### config.mk
export PLATFORM = sky130hd
export DESIGN_NAME = alu_seq
export DESIGN_NICKNAME = d
export VERILOG_FILES = /design/src/rtl/alu_seq.sv
export SDC_FILE = /design/constraint.sdc
export NUM_CORES = 1
export LEC_CHECK = 0
export CAP_MARGIN = 20
export CORE_MARGIN = 2
export CORE_UTILIZATION = 25
export DETAILED_ROUTE_END_ITERATION = 8
export PLACE_DENSITY = 0.4
export SYNTH_ARGS = -nofsm -noshare
export SYNTH_HDL_FRONTEND = slang
export SYNTH_SLANG_ARGS = --single-unit
### constraint.sdc
create_clock -name clk -period 5.55 [get_ports clk]
set_clock_uncertainty 0.1 [all_clocks]
set_input_delay 1.11 -clock clk [delete_from_list [all_inputs] [get_ports clk]]
set_output_delay 1.11 -clock clk [all_outputs]
set_load 0.05 [all_outputs]
### src/rtl/alu_seq.sv
// alu_seq: parametrised ALU with registered operands and results, a
// carry/borrow/overflow flag, and an iterative shift-add multiplier.
// Upstream logic drives it with a start/done handshake.
module alu_seq #(
  parameter int WIDTH = 16
) (
  input  logic             clk,
  input  logic             rst,
  input  logic             start,
  input  logic [WIDTH-1:0] a,
  input  logic [WIDTH-1:0] b,
  input  logic             cin,
  input  logic [2:0]       func,
  output logic [WIDTH-1:0] w,
  output logic             zero,
  output logic             neg,
  output logic             cout,
  output logic             busy,
  output logic             done
);

  localparam int SHW = $clog2(WIDTH);

  typedef enum logic [1:0] {
    IDLE = 2'd0,
    EXEC = 2'd1,
    MUL  = 2'd2
  } state_t;

  typedef enum logic [2:0] {
    F_ADD = 3'd0,
    F_SUB = 3'd1,
    F_AND = 3'd2,
    F_OR  = 3'd3,
    F_XOR = 3'd4,
    F_NOT = 3'd5,
    F_SHL = 3'd6,
    F_MUL = 3'd7
  } func_t;

  state_t             state, state_nxt;
  logic [WIDTH-1:0]   a_r, b_r;
  logic               cin_r;
  func_t              func_r;
  logic [2*WIDTH-1:0] acc, mcand, acc_nxt;
  logic [SHW-1:0]     cnt;
  logic               last_step;
  logic [WIDTH-1:0]   alu_w;
  logic               alu_c;
  logic [WIDTH:0]     ext;

  assign busy      = (state != IDLE);
  assign last_step = (cnt == SHW'(WIDTH - 1));

  // Next-state logic for the IDLE / EXEC / MUL controller.
  always_comb begin
    // NOTE: every always_comb output gets a default first, so no path can
    // leave it unassigned and infer a latch.
    state_nxt = state;
    case (state)
      IDLE:    if (start) state_nxt = (func_t'(func) == F_MUL) ? MUL : EXEC;
      EXEC:    state_nxt = IDLE;
      MUL:     if (last_step) state_nxt = IDLE;
      default: state_nxt = IDLE;
    endcase
  end

  // Single-cycle operations on the latched operands; ext carries bit WIDTH
  // so carry, borrow and the last shifted-out bit all fall out of one add/shift.
  always_comb begin
    ext   = '0;
    alu_w = '0;
    alu_c = 1'b0;
    case (func_r)
      F_ADD: begin
        ext   = {1'b0, a_r} + {1'b0, b_r} + {{WIDTH{1'b0}}, cin_r};
        alu_w = ext[WIDTH-1:0];
        alu_c = ext[WIDTH];
      end
      F_SUB: begin
        // Bit WIDTH of the (WIDTH+1)-bit difference is the borrow: set exactly
        // when a < b + cin, including b = all-ones with cin = 1.
        ext   = {1'b0, a_r} - {1'b0, b_r} - {{WIDTH{1'b0}}, cin_r};
        alu_w = ext[WIDTH-1:0];
        alu_c = ext[WIDTH];
      end
      F_AND: alu_w = a_r & b_r;
      F_OR:  alu_w = a_r | b_r;
      F_XOR: alu_w = a_r ^ b_r;
      F_NOT: alu_w = ~a_r;
      F_SHL: begin
        // A shift of zero leaves ext[WIDTH] clear, which gives cout = 0.
        ext   = {1'b0, a_r} << b_r[SHW-1:0];
        alu_w = ext[WIDTH-1:0];
        alu_c = ext[WIDTH];
      end
      default: alu_w = '0;
    endcase
  end

  // One shift-add step: b_r is shifted right each cycle, so bit 0 is the
  // current multiplier bit; mcand is the multiplicand aligned to that bit.
  always_comb begin
    acc_nxt = acc + (b_r[0] ? mcand : '0);
  end

  // State, operand latches, multiplier datapath and registered results.
  always_ff @(posedge clk or posedge rst) begin
    // NOTE: sequential state uses non-blocking assignments so every register
    // samples pre-edge values regardless of statement order.
    if (rst) begin
      state  <= IDLE;
      a_r    <= '0;
      b_r    <= '0;
      cin_r  <= 1'b0;
      func_r <= F_ADD;
      acc    <= '0;
      mcand  <= '0;
      cnt    <= '0;
      w      <= '0;
      zero   <= 1'b1;
      neg    <= 1'b0;
      cout   <= 1'b0;
      done   <= 1'b0;
    end else begin
      state <= state_nxt;
      done  <= 1'b0;
      case (state)
        IDLE: begin
          if (start) begin
            a_r    <= a;
            b_r    <= b;
            cin_r  <= cin;
            func_r <= func_t'(func);
            acc    <= '0;
            mcand  <= {{WIDTH{1'b0}}, a};
            cnt    <= '0;
          end
        end
        EXEC: begin
          w    <= alu_w;
          zero <= (alu_w == '0);
          neg  <= alu_w[WIDTH-1];
          cout <= alu_c;
          done <= 1'b1;
        end
        MUL: begin
          acc   <= acc_nxt;
          mcand <= mcand << 1;
          b_r   <= b_r >> 1;
          cnt   <= cnt + 1'b1;
          if (last_step) begin
            w    <= acc_nxt[WIDTH-1:0];
            zero <= (acc_nxt[WIDTH-1:0] == '0);
            neg  <= acc_nxt[WIDTH-1];
            cout <= |acc_nxt[2*WIDTH-1:WIDTH];
            done <= 1'b1;
          end
        end
        default: ;
      endcase
    end
  end

endmodule
# After elaboration in Yosys (flattened, before gate mapping)
# Index checks and enable logic that the tools add are counted.
word_totals:
  input_bits: 39
  ff_bits: 126
  wordCells: 73
op_classes:
  n_bitwise: 4
  shifts: 1
  n_mux: 25
  n_eq_ne: 12
  n_addsub: 6
  reduce_logical: 12
ops:
  columns: ["cell", "n"]
  rows:
  - ["32-bit case mux with 2 select lines", 2]
  - ["16-bit case mux with 7 select lines", 1]
  - ["32-bit two-way mux", 3]
  - ["16-bit case mux with 2 select lines", 2]
  - ["32-bit adder", 1]
  - ["16-bit zero test", 2]
  - ["16-bit two-way mux", 2]
  - ["16-bit by 16-bit adder with 17-bit output", 1]
  - ["17-bit by 1-bit adder with 17-bit output", 1]
  - ["16-bit by 4-bit << shifter with 17-bit output", 1]
  - ["16-bit by 16-bit subtractor with 17-bit output", 1]
  - ["17-bit by 1-bit subtractor with 17-bit output", 1]
  - ["16-bit AND", 1]
  - ["16-bit inverter", 1]
  - ["16-bit bitwise OR", 1]
  - ["16-bit OR reduction", 1]
  - ["16-bit bitwise XOR", 1]
  - ["3-bit == test (second input constant)", 4]
  - ["1-bit case mux with 2 select lines", 4]
  - ["4-bit case mux with 2 select lines", 1]
  - ["2-bit AND reduction", 4]
  - ["3-bit by 2-bit == test with 1-bit output (second input constant)", 2]
  - ["2-bit two-way mux", 3]
  - ["2-bit nonzero test", 3]
  - ["12 further kinds", 16]

# Depth between registers and ports, before layout
# Gate-level depths: netlist of run 1.
depth:
  ltp_word: 5
  mapped_depth: 16

# Worst setup path after synthesis of run 1
# Ideal clock, no wire load.
synth_path:
  path_type: "register to register"
  startpoint: "register b_r[0]"
  endpoint: "register cout"
  path_slack_ns: 1.046
  path_buffers: 4
  synth_period_minus_slack_ns: 4.504
  path_stages_with_launch: 17
  arrival_time_ns: 4.270
  setup_time_ns: 0.134
  path_cell_list: "dfrtp_1 clkbuf_1 buf_2 clkbuf_1 clkbuf_1 and2_1 ha_1 fa_1 a211oi_2 o211ai_1 a221oi_4 o21ai_2 a211o_1 a311o_1 or4b_4 a2111oi_4 a31oi_1"
synth_between:
  elab_chain_len: 5
synth_lines:
  columns: ["item", "line", "text"]
  rows:
  - ["start: declaration", "42", "logic [WIDTH-1:0] a_r, b_r;"]
  - ["start signal: assignment", "150", "b_r <= b_r >> 1;"]
  - ["parallel branches: the longest is 4 deep, another holds 16-bit by 16-bit subtractor with 17-bit output", null, null]
  - ["1-bit case mux with 2 select lines (*)", "128", "case (state)"]
  - ["end signal: assignment", "144", "cout <= alu_c;"]
  - ["end signal: assignment", "156", "cout <= |acc_nxt[2*WIDTH-1:WIDTH];"]
  - ["end: declaration", "17", "output logic cout,"]
# Every way passes the cells marked *. The select of a mux whose other input is x is not followed.
# A chain may end at the register's enable or synchronous reset.

# Worst setup path in the final report of run 1
layout_path:
  startpoint: "register b_r[0]"
  endpoint: "register zero"
layout_between:
  elab_chain_len: 5
layout_lines:
  columns: ["item", "line", "text"]
  rows:
  - ["16-bit by 16-bit subtractor with 17-bit output (tied with other cells)", "83", "ext = {1'b0, a_r} - {1'b0, b_r} - {{WIDTH{1'b0}}, cin_r};"]
  - ["17-bit by 1-bit subtractor with 17-bit output (tied with other cells)", "83", null]
  - ["16-bit case mux with 7 select lines or 16-bit zero test (tied branches)", "74, 154", null]
  - ["16-bit zero test or 1-bit two-way mux (tied branches)", "142, 152", null]
  - ["1-bit case mux with 2 select lines (*)", "128", null]
  - ["end signal: assignment", "142", "zero <= (alu_w == '0);"]
  - ["end signal: assignment", "154", "zero <= (acc_nxt[WIDTH-1:0] == '0);"]
  - ["end: declaration", "15", "output logic zero,"]
# Mark *: on every way between the ends. The rest lies on a longest branch, timed or not. The select of a mux whose other input is x is not followed.

==> results.yml, run 1 <==
yosys:
  yosysWarnings: 0
  post-synth-top-count-cell: "dfrtp_1"
  seq_area_frac_synth_pct: 29.3
  synth_edf_count: 0
  avgSynthCellArea_um2: 8.66
  syn-instance-count: 1233
  ys_top_cells_by_area: "dfrtp_1 29%, ha_1 11%, o21ai_0 4.4%, mux2i_1 3.8%, nor2_1 3.6%"
  synth_cell_type_count: 78
  synth_top_area_share_pct: 29.1
  synth_common_cells: "124 x dfrtp_1, 103 x nor2_1, 98 x ha_1, 98 x nand2_1, 94 x o21ai_0"
  syn_area_um2: 10700
  syn_nets: 1375
  ys_seq_elements: 125
  synthFlopType: "dfrtp_1"
  async_flop_share_pct: 100
  yosysTopAreaCell: "dfrtp_1"
clock_network:
  post_cts_buffers: 0
  ctsResizeCount: 0
  clk_path_buf_depth: 2
  clock_latency_ns: 0.46
  cts.hold.buffers_added: 0
  htree_num_levels: 4
  cts_root_buffer: "clkbuf_16"
  clock_sinks: 125
  cts_made_buffers: 17
  cts.clk_slew.worst_paths_ns: 0.08
  cts_tree: "built"
placed_design:
  gp_congestion: 0.858
  portBuffers: 59
  hpwl_mm: 28.7
floorplanning:
  die_h_um: 211
  die_w_um: 211
  start_util_pct: 25.4
  rows: 75
  pin_count: 60
  die_area_um2: 44400
  fp.coreArea_um2: 42000
critical_path:
  timing.rr.start: "b_r[0]"
  cp_max_fo: 34
  r2r_setup_slack_ns: 1.03
  r2r_cells: 14
  startpoint: "b_r[0]"
  crit_arrival_ns: 4.79
  cp-end-kind: "flop"
  crit_end: "zero"
  crit_type: "reg -> reg"
  required_ns: 5.82
  timing.rr.end: "zero"
  start_kind: "flop"
run:
  maxCapViolations: 0
layout:
  syn_to_final_growth_pct: 16.8
  antenna_cells: 0
  final_util_pct: 29.7
  nets: 1404
  drive_gt1_share_pct: 8.55
global_routing:
  overflow: 0
  grt_pass1_wl_mm: 58.5
  antenna_found_initial: 0
  grt_pass1_vias: 9323
  grt_use_total_pct: 17.4
  grt_max_degree: 72
detailed_routing:
  remaining_drc_errors: 0
  avgRoutedWirePerCell_um: 20.9
  dr.pass1.iters: 5
  antenna_left: 0
  post_drt_via_cell_ratio: 5.22
  routed_wl_mm: 37.9
  vias: 9464
  first_iter_violations: 701
min_path:
  min_path_type: "reg -> reg"
sta:
  finalCriticalPeriod_ns: 4.52
  grt_setup_unrepaired: "false"
  finalHoldViolations: 0
  clock.fmax_mhz: 221
  slew_headroom_pct: 26.6
  tightest_slew_ns: 1.09
  finalSetupTns_ns: 0
  min_period_over_period_pct: 81.4
  slew_viol_final: 0
  finalSetupViolCount: 0
  hold-worst-slack_ns: 0.376
power:
  pwr_density_cell_nw_per_um2: 612
  p_leak_nw: 5.32
  peakVddDrop_uv: 252
run_status:
  run_status: "finished clean"
-- stage by stage --
stage               power [mW]  std cells  instance area (um^2)  worst slack (ns)
floorplan                 4.86       1233                 10700              1.01
finish                    7.63       1814                 12500              1.03
CTS                       7.63       1812                 12400              1.03
global route              8.23       1814                 12500             0.756
detailed placement        6.39       1780                 11800              1.04
global placement          6.42       1780                 11800              1.06
-- cells in the final DEF (no fill, tap or decap), types with 8 or more instances in the layout --
| master | n |
|---|---|
| nor4_1 | 8 |
| o22ai_1 | 23 |
| nor3_1 | 18 |
| o21a_1 | 8 |
| a221o_1 | 8 |
| o21ai_0 | 93 |
| nand2b_1 | 15 |
| o31ai_1 | 12 |
| dfrtp_1 | 124 |
| a21oi_1 | 70 |
| a22o_1 | 41 |
| a31oi_1 | 8 |
| inv_1 | 69 |
| clkdlybuf4s50_1 | 59 |
| mux2_2 | 28 |
| nand2_1 | 98 |
| a211oi_1 | 16 |
| ha_1 | 97 |
| nor2b_1 | 13 |
| xnor2_1 | 29 |
| nand3_1 | 25 |
| a21o_1 | 14 |
| xor2_1 | 13 |
| o211ai_1 | 14 |
| mux2i_1 | 41 |
| clkbuf_16 | 17 |
| buf_4 | 17 |
| and2_1 | 35 |
| nor2_1 | 102 |
| mux4_2 | 9 |
-- worst max-delay path, stage by stage (launching register included) --
cell	delay (ns)
dfrtp_1	0.34
buf_4	0.29
buf_4	0.34
fa_1	0.25
inv_1	0.06
fa_1	0.47
inv_1	0.04
mux4_2	0.45
a221oi_1	0.36
nand4_1	0.14
a2111oi_0	0.50
nand4b_1	0.16
nor4_1	0.49
nand4_1	0.16
o31ai_1	0.27
-- cell type report --
| class | instances | area (um^2) |
|---|---|---|
| clock inverters | 14 | 160 |
| inverters | 74 | 283 |
| fillers | 4536 | 29600 |
| well taps | 539 | 674 |
| clock buffers | 18 | 439 |
| multi-input cells | 966 | 7030 |
| flip-flops and latches | 125 | 3130 |
| repair buffers | 78 | 761 |
-- report_power, final --
part	switching (mW)	internal [mW]	leakage, nW	total, mW
combinational	3.08	1.87	3.44	4.95
sequential	0.346	1.14	1.59	1.49
clock	0.512	0.682	0.285	1.19
-- state kept, by name, indices dropped and copies added (netlist names) --
register	flops
acc	32
mcand	32
a_r	16
b_r	16
w	16
cnt	4
func_r	3
state	2
cin_r	1
cout	1
done	1
zero	1
-- routing by layer --
layer  global-route usage [%]  wire length (um)
met5                        0                 0
met4                     5.05               685
met3                     2.77              1600
met2                     25.7             16000
met1                     25.9             19600
-- how the worst min path moves through the flow --
stage | from | endpoint | slack, ns | cells after the start
2_1_floorplan | acc[10] | acc[10] | 0.36 | 2
3_3_place_gp | w[5] | w[5] | 0.37 | 2
3_5_place_dp | w[2] | w[2] | 0.37 | 2
4_1_cts | w[2] | w[2] | 0.38 | 2
5_1_grt | w[2] | w[2] | 0.39 | 2
6_report | w[2] | w[2] | 0.38 | 2
-- cell families after synthesis --
kind of cell / count (synthesis) / synth area share, %
AOI/OAI and AO/OA: 385 / 24.8
xor gates and xnor gates: 42 / 3.44
adders and majority gates: 103 / 12.4
buffers and inverters: 142 / 5.06
DFF: 125 / 29.3
muxes: 78 / 8.69
and+or+nand+nor: 358 / 16.2
Note: power is estimated with default switching activity, not from simulation.
==> inputs of run 2 (changes only) <==
- PLACE_DENSITY: 0.4 -> 0.41
- clock period: 5.55 -> 4 ns (I/O delays scaled with it)
==> results.yml, run 2 (synthesized netlist as in run 1, its figures left out) <==
global_routing:
  grt_max_degree: 68
  grt_pass1_wl_mm: 59.1
  grt_pass1_vias: 9437
  overflow: 0
  antenna_found_initial: 2
  grt_use_total_pct: 17.6
floorplanning:
  die_area_um2: 44400
  start_util_pct: 25.4
  fp.coreArea_um2: 42000
  die_w_um: 211
  pin_count: 60
  rows: 75
  die_h_um: 211
critical_path:
  crit_top_cell: "buf_4"
  startpoint: "b_r[0]"
  r2r_cells: 14
  cp-end-kind: "flop"
  crit_type: "reg -> reg"
  cpPeakStageDelay_ns: 0.52
  r2r_setup_slack_ns: 0.06
  timing.rr.end: "cout"
  critical_path_buf_inv_count: 3
  cp.depth: 14
  required_ns: 4.21
  timing.rr.start: "b_r[0]"
  crit_arrival_ns: 4.15
  crit_chain: "buf_4, buf_4, buf_4, and2_1, ha_1, a2111oi_0, o21ai_0, nand2_1, o31ai_2, a211oi_1, xnor2_1, or4b_4, a2111oi_4, a31oi_1"
  path_delay_family: "compound AO/OA/AOI/OAI gates"
  start_kind: "flop"
  crit_end: "cout"
  crit_slowest_cell: "or4b_4"
  cp_max_fo: 17
clock_network:
  clk_path_buf_depth: 2
  htree_num_levels: 4
  cts_tree: "built"
  cts_root_buffer: "clkbuf_16"
  cts.hold.buffers_added: 0
  cts_made_buffers: 17
  clock_latency_ns: 0.45
  clock_sinks: 125
  cts.clk_slew.worst_paths_ns: 0.07
layout:
  fillers: 4480
  fin_cells: 1873
  final_cell_mix: "123 x dfrtp_1, 102 x nor2_1, 98 x nand2_1, 93 x ha_1, 92 x o21ai_0"
  drive_gt1_share_pct: 13.4
  reg_top3: "acc: 32 flops, mcand: 32 flops"
  mostFrequentLayoutCell: "dfrtp_1"
  nets: 1463
  syn_to_final_growth_pct: 21.4
  final_util_pct: 30.8
  antenna_cells: 0
power:
  power_frac_seq_pct: 17.6
  pwr-share-clk_pct: 14.1
  pwr-share-comb_pct: 68.2
  pwr_density_cell_nw_per_um2: 855
  peakVddDrop_uv: 297
  intPower_mw: 5.49
  p_switching_mw: 5.60
  power_switching_share_pct: 50.5
  p_leak_nw: 5.58
detailed_routing:
  vias: 9699
  dr.pass1.iters: 5
  antenna_left: 0
  post_drt_via_cell_ratio: 5.18
  routed_wl_mm: 38.0
  remaining_drc_errors: 0
  avgRoutedWirePerCell_um: 20.3
  first_iter_violations: 688
min_path:
  min_from: "w[4]"
  min_path_type: "reg -> reg"
placed_design:
  portBuffers: 59
  gp_congestion: 0.863
  place_ws_ns: 0.0512
  hpwl_mm: 29.7
  placed_cells: 1839
sta:
  finalHoldViolations: 0
  finalSetupViolCount: 0
  clock.fmax_mhz: 254
  tightest_slew_ns: 1.02
  min_period_over_period_pct: 98.5
  finalCriticalPeriod_ns: 3.94
  worst_slack_ns: 0.0618
  slew_viol_final: 0
  slew_headroom_pct: 32.1
run_status:
  run_status: "finished clean"
run:
  maxCapViolations: 0
-- run 2: changes by cell type in the layout (fill, tap and decap cells not counted), moves of 2 or more --
cell	previous run	this run
buf_4	17	75
ha_1	97	93
ha_2	1	4
o31ai_1	12	9
o31ai_2	0	3
buf_12	0	2
-- run 2: stage by stage --
stage	hold WS (ns)	power, mW	area [um^2]	TNS (ns)
2_1_floorplan	0.356	6.78	10700	-0.225
3_3_place_gp	0.367	9.40	12300	0
3_5_place_dp	0.371	9.41	12300	0
4_1_cts	0.385	11.0	12900	0
5_1_grt	0.412	12.0	13000	-0.00759
6_report	0.376	11.1	13000	0
-- run 2: worst min path at each step --
stage / to / slack, ns / cells past startpoint
6_report: w[4] / 0.38 / 2
5_1_grt: w[2] / 0.41 / 2
4_1_cts: w[4] / 0.39 / 2
3_5_place_dp: w[2] / 0.37 / 2
3_3_place_gp: w[4] / 0.37 / 2
2_1_floorplan: acc[10] / 0.36 / 2
-- run 2: routing by layer --
metal	vias to the layer above	global-route usage, %	part of all wire, %	routed length [um]
li1	4718	-	-	-
met1	4711	26.5	52	19900
met2	237	25.7	42	16000
met3	33	2.56	3.9	1490
met4	0	5.12	1.7	648
met5	-	0	0	0
-- run 2: final cells by class --
cell class	count	area, um^2	area share [%]
inverters	74	282	2.17
multi-input cells	966	7100	54.7
flip-flops and latches	125	3130	24.1
clock inverters	13	130	1.00
well taps	539	674	5.20
clock buffers	19	443	3.42
repair buffers	137	1210	9.32
-- run 2: tightest hold or removal path: cells and delay by family (launching register included) --
family           cells  cell delay (ns)
AO/OA/AOI/OAI        1             0.06
AND/OR/NAND/NOR      1             0.05
flip-flops           1             0.34
-- run 2: repair_timing --
| action | in CTS | in global routing |
|---|---|---|
| resized for setup | 0 | 14 |
| setup buffers | 0 | 1 |
| endpoints found under the setup margin | 0 | 2 |
-- run 2: power groups by stage --
| stage | sequential, mW | combinational (mW) | clock, mW |
|---|---|---|---|
| floorplan | 2.14 | 4.64 | 0 |
| global placement | 1.98 | 7.43 | 0 |
| detailed placement | 1.98 | 7.43 | 0 |
| CTS | 1.96 | 7.45 | 1.61 |
| global route | 2.01 | 8.28 | 1.67 |
| finish | 1.96 | 7.56 | 1.57 |
